===== config.mk =====
export PLATFORM = sky130hd
export DESIGN_NAME = gf2_poly_divider
export DESIGN_NICKNAME = d
export VERILOG_FILES = /design/src/rtl/gf2_poly_divider.sv
export SDC_FILE = /design/constraint.sdc
export NUM_CORES = 2
export LEC_CHECK = 0
export CORE_AREA = 2 2 386 388
export CTS_CLUSTER_DIAMETER = 120
export DETAILED_ROUTE_END_ITERATION = 10
export DIE_AREA = 0 0 388 390
export PLACE_DENSITY = 0.68
export SETUP_SLACK_MARGIN = 0.15
export SYNTH_ARGS = -nofsm -noshare
export SYNTH_HDL_FRONTEND = slang
export SYNTH_SLANG_ARGS = --single-unit

===== constraint.sdc =====
create_clock -name clk_i -period 4.55 [get_ports clk_i]
set_clock_uncertainty 0.15 [all_clocks]
set_input_delay 0.91 -clock clk_i [delete_from_list [all_inputs] [get_ports clk_i]]
set_output_delay 0.91 -clock clk_i [all_outputs]
set_load 0.005 [all_outputs]

===== src/rtl/gf2_poly_divider.sv =====
// Bit-serial GF(2)[x] long divider: n = q*d ^ r with deg r < deg d.
// Define GF2_DIV_ZERO_DETECT_EN to short-circuit a zero divisor with err=1.
//
// state   | meaning
// IDLE    | waiting for start; q/r/err hold last result
// NORM    | shifting the divisor left until its MSB is set (s counts shifts)
// DIV     | one quotient bit per edge, MSB first
// FIN     | publish q/r, pulse done, return to IDLE
module gf2_poly_divider #(
   parameter int DW = 342,
   parameter int VW = 150,
   parameter int QW = DW - VW + 1
) (
   input  logic          clk_i,
   input  logic          rst_ni,
   input  logic          start_i,
   input  logic [DW-1:0] n_i,
   input  logic [VW-1:0] d_i,
   output logic          busy_o,
   output logic          done_o,
   output logic          err_o,
   output logic [DW-1:0] q_o,
   output logic [VW-2:0] r_o
);

   localparam int SW = $clog2(VW);
   localparam int CW = $clog2(DW + 1);

   typedef enum logic [1:0] {
      ST_IDLE = 2'd0,
      ST_NORM = 2'd1,
      ST_DIV  = 2'd2,
      ST_FIN  = 2'd3
   } state_t;

   state_t        state_q, state_d;
   logic [DW-1:0] rem_q, rem_d;
   logic [VW-1:0] div_q, div_d;
   logic [SW-1:0] s_q, s_d;
   logic [CW-1:0] cnt_q, cnt_d;
   logic [DW-1:0] quo_q, quo_d;
   logic          busy_q, busy_d;
   logic          done_q, done_d;
   logic [DW-1:0] q_q, q_d;
   logic [VW-2:0] r_q, r_d;
`ifdef GF2_DIV_ZERO_DETECT_EN
   logic          err_q, err_d;
   logic          zero_q, zero_d;
`endif

   logic          t_bit;
   logic [DW-1:0] div_aligned;

   // Gating with the divisor MSB keeps a zero divisor from copying n into q.
   assign t_bit       = rem_q[DW-1] & div_q[VW-1];
   assign div_aligned = {div_q, {(DW-VW){1'b0}}};

   always_comb begin
      state_d = state_q;
      rem_d   = rem_q;
      div_d   = div_q;
      s_d     = s_q;
      cnt_d   = cnt_q;
      quo_d   = quo_q;
      busy_d  = busy_q;
      done_d  = 1'b0;
      q_d     = q_q;
      r_d     = r_q;
`ifdef GF2_DIV_ZERO_DETECT_EN
      err_d   = err_q;
      zero_d  = zero_q;
`endif
      case (state_q)
         ST_IDLE: begin
            if (start_i) begin
               state_d = ST_NORM;
               rem_d   = n_i;
               div_d   = d_i;
               s_d     = '0;
               quo_d   = '0;
               busy_d  = 1'b1;
`ifdef GF2_DIV_ZERO_DETECT_EN
               err_d   = 1'b0;
               zero_d  = (d_i == '0);
               if (d_i == '0) begin
                  state_d = ST_FIN;
               end
`endif
            end
         end
         ST_NORM: begin
            if (div_q[VW-1] || (s_q == SW'(VW - 1))) begin
               state_d = ST_DIV;
               cnt_d   = CW'(QW) + {{(CW-SW){1'b0}}, s_q};
            end else begin
               div_d = div_q << 1;
               s_d   = s_q + 1'b1;
            end
         end
         ST_DIV: begin
            rem_d = (rem_q ^ (t_bit ? div_aligned : '0)) << 1;
            quo_d = {quo_q[DW-2:0], t_bit};
            cnt_d = cnt_q - 1'b1;
            if (cnt_q == CW'(1)) begin
               state_d = ST_FIN;
            end
         end
         ST_FIN: begin
            // Remainder sits at the top of rem_q, left-shifted by the normalisation count.
            q_d     = quo_q;
            r_d     = rem_q[DW-1:DW-VW+1] >> s_q;
            done_d  = 1'b1;
            busy_d  = 1'b0;
            state_d = ST_IDLE;
`ifdef GF2_DIV_ZERO_DETECT_EN
            if (zero_q) begin
               q_d   = '0;
               r_d   = '0;
               err_d = 1'b1;
            end
`endif
         end
         default: state_d = ST_IDLE;
      endcase
   end

   always_ff @(posedge clk_i or negedge rst_ni) begin
      if (!rst_ni) begin
         state_q <= ST_IDLE;
         rem_q   <= '0;
         div_q   <= '0;
         s_q     <= '0;
         cnt_q   <= '0;
         quo_q   <= '0;
         busy_q  <= 1'b0;
         done_q  <= 1'b0;
         q_q     <= '0;
         r_q     <= '0;
`ifdef GF2_DIV_ZERO_DETECT_EN
         err_q   <= 1'b0;
         zero_q  <= 1'b0;
`endif
      end else begin
         state_q <= state_d;
         rem_q   <= rem_d;
         div_q   <= div_d;
         s_q     <= s_d;
         cnt_q   <= cnt_d;
         quo_q   <= quo_d;
         busy_q  <= busy_d;
         done_q  <= done_d;
         q_q     <= q_d;
         r_q     <= r_d;
`ifdef GF2_DIV_ZERO_DETECT_EN
         err_q   <= err_d;
         zero_q  <= zero_d;
`endif
      end
   end

   assign busy_o = busy_q;
   assign done_o = done_q;
   assign q_o    = q_q;
   assign r_o    = r_q;
`ifdef GF2_DIV_ZERO_DETECT_EN
   assign err_o  = err_q;
`else
   assign err_o  = 1'b0;
`endif

endmodule


==> results.md <==
* DRC viols at 0
* Detail Route Antenna Nets at 0
* Vias/cell at 5.97
* Clk buf depth at 3
* H-Tree Depth at 4
* Fraction of registers with async set/reset at 100%
* WHS Endpoint: rem_q[13]
* Synth Area in Adders at less than 1%
* Setup TNS at 0 ps
* Busiest grt layer: met2
* Xor/xnor share of the synthesized area at under 10%
* Worst R2R End: r_o[29]
* GRT met1 Usage at 38.5%
* Max cap viols at 0
* Compound-cell area share of the yosys netlist at 13.9%
* Reg-to-reg startpoint: s_q[2]
* Setup violators final at 0
* Latest clock arrival within the worst-skew pair at 790 ps
* Leak pwr at 36.9 nW
* DR vias at 51100
* Initial core utilization at between 40 and 50%
* Placement Cell Area at 0.0780 mm^2
* Most area-consuming cells after synthesis: dfrtp_1, mux2_2, mux2i_1
* Crit-path max FO at 70
* Initial antenna violation count at 34
* Slew Limit Fails at 0
* Mapped Nets at a little over 6000
* Met3 usage at under 10%
* Main synth FF type: dfrtp_1
* Cell variety after synth at 71
* Post-synthesis register bit count at 1346
* DRT Pass-1 Iters at 7
* Post-synth EDFFs at 0
* Core Area at 0.147 mm^2
* Critical Path End Type: register
* Fin Hold WS at 326 ps
* CTS tree: built
* Final GP Congestion at slightly above 1
* Overall die width at 388 um
* Register area at ~0.034 mm^2
* WS Path Type: register to register
* Reg2reg setup slack at a little over 600 ps
* Syn_area_per_cell at 11.6 um^2
* Largest family of logic cells by synthesized area: multiplexers
* Global-route wire length before repair at 351000 um
* Area leader, netlist: dfrtp_1
* DR iter-0 viols at 4480
* Largest net degree at the start of global routing at 173
* Met2 usage at a little over 50%
* Worst hold stages at 2
* Layout cell share with drive strength beyond 1 at 16.3%
* Fillers at 12300
* Least-Margin Pin Slew at 1330 ps
* Share of the synthesized area in the top cell type at ~51%
* Post-Route WL at between 200000 and 250000 um
* Gr ovfl total at 0
* Post-synthesis sequential area ratio at 50.9%
* Post-route cell area at 0.0832 mm^2
* Fmax achieved at 0.254 GHz
* HP Start: rem_q[13]
* Mapped cell area at 0.0661 mm^2
* I/O Buffers at between 900 and 1000
* Worst IR Drop VDD at 0.894 mV
* Final Cycle Share at 86.6%
* Final hold viol count at 0
* PD cells at 682 mW/mm^2
* Headroom to the max-slew limit at 11.3%
* Worst setup SP type: register
* Core Util, Final at a little under three fifths
* Simple logic cell fraction of the synthesized area at 6.53%
* DP Wirelength at between 150000 and 200000 um
* Avg WL per Cell at 28.1 um
* Most common library cells after synthesis: dfrtp_1, nand2_1, o21ai_0
* Count leader, synth: dfrtp_1
* Row count at 141
* Proportion of synthesized area in mux cells at 23.3%
* Worst EP required at 5030 ps
* Synth warn at 0
* Vias in the first global route at 50300
* Unrepaired setup endpoints after global routing: no
* Ports placed on the boundary at around 990
* Run status: finished, final reports clean
* Multi-input logic area at ~0.030 mm^2
* HP Class: register to register
* Reg2Reg Depth at 7
* Clk slew on worst S/H paths at approximately 60 ps
* Overall Global Routing Usage at 31.3%
* Data arrival, critical path at 4420 ps
* Root buf cell: clkbuf_16
* Die area at around 0.15 mm^2
* Final #Nets at roughly 7000
* CTS Sinks at ~1300
* Syn-to-layout area delta at 25.8%
* CTS buffer count at roughly 150
* Crit path time final at 3940 ps
* Die Y at 390 um
* Mapped Cells at 5715
==> timing repair <==
| action | in CTS | in global routing |
|---|---|---|
| buffers inserted | 0 | 0 |
| endpoints found under the hold margin | 8 | 0 |
| hold buffers | 1 | 0 |
| resized for setup | 0 | 0 |
==> layout by cell type, fill, tap and decap left out, types with 18 or more instances in the layout <==
cell type           n
buf_12             42
buf_4              81
nor3_1             18
clkbuf_16         149
a22oi_1            18
dfrtp_1          1343
inv_1              29
clkinv_2           18
nand2_1           905
a21oi_1            48
mux4_2            215
nor2_1             91
clkbuf_8           28
o2bb2ai_1          55
o22ai_1            35
o221ai_1           35
clkdlybuf4s50_1   986
o21ai_0           698
a22o_1            359
nand3_1            20
clkbuf_1           27
mux2i_1           520
o211ai_1           21
xor2_1            151
mux2_2            473
==> worst max path at each step <==
stage / from / end / depth (start not counted)
global route: s_q[0] / r_o[37] / 7
floorplan: s_q[1] / div_q[109] / 15
global placement: s_q[2] / r_o[29] / 7
CTS: s_q[2] / r_o[29] / 7
detailed placement: s_q[2] / r_o[29] / 7
finish: s_q[2] / r_o[29] / 7
==> per-layer routing <==
layer / vias up / wire (um)
met5: - / 222
met4: 36 / 13600
met3: 541 / 19200
met2: 2103 / 116000
met1: 26000 / 91800
li1: 22400 / -
==> cell type report <==
| cell class | instances | share of cell area (%) |
|---|---|---|
| Multi-Input combinational cell | 3860 | 36.6 |
| Inverter | 35 | 0.176 |
| Clock buffer | 204 | 5.07 |
| Tap cell | 1930 | 2.90 |
| Timing Repair Buffer | 1111 | 13.6 |
| Clock inverter | 57 | 1.09 |
| Antenna cell | 12 | 0.0361 |
| Sequential cell | 1346 | 40.5 |
==> registers in the layout (all words and copies together) (netlist names) <==
| register | count |
|---|---|
| q_o | 342 |
| state_q | 2 |
| div_q | 150 |
| done_o | 1 |
| quo_q | 342 |
| s_q | 8 |
| busy_o | 1 |
| r_o | 149 |
| rem_q | 342 |
| cnt_q | 9 |
==> cells by family (layout without fill, tap and decap cells) <==
group / after synthesis / after routing
mux: 1209 / 1209
compound gates: 1391 / 1391
other cells: 1 / 13
buf+inv: 509 / 1407
simple gates: 1096 / 1096
fa+ha+maj: 9 / 9
flops: 1346 / 1346
xor+xnor: 154 / 154
==> critical path: stages, from the launching register on <==
cell,delay (ps)
dfrtp_4,1040
buf_4,360
mux4_2,380
mux2i_1,610
nor3_1,80
a31oi_1,700
mux2_2,320
o221ai_1,120
==> metrics by stage <==
stage / setup WS (ps) / std cells / power [mW]
final: 608 / 8555 / 56.8
after global routing: 609 / 8551 / 59.7
after CTS: 768 / 8543 / 56.6
after detailed placement: 784 / 8281 / 43.9
after global placement: 766 / 8281 / 43.5
after floorplan: 985 / 5715 / 33.6
==> power by group <==
part	internal [mW]	switching (mW)
combinational	10.3	15.3
sequential	15.0	3.59
clock	7.31	5.26
No activity file was read; power rests on OpenSTA's default activity.
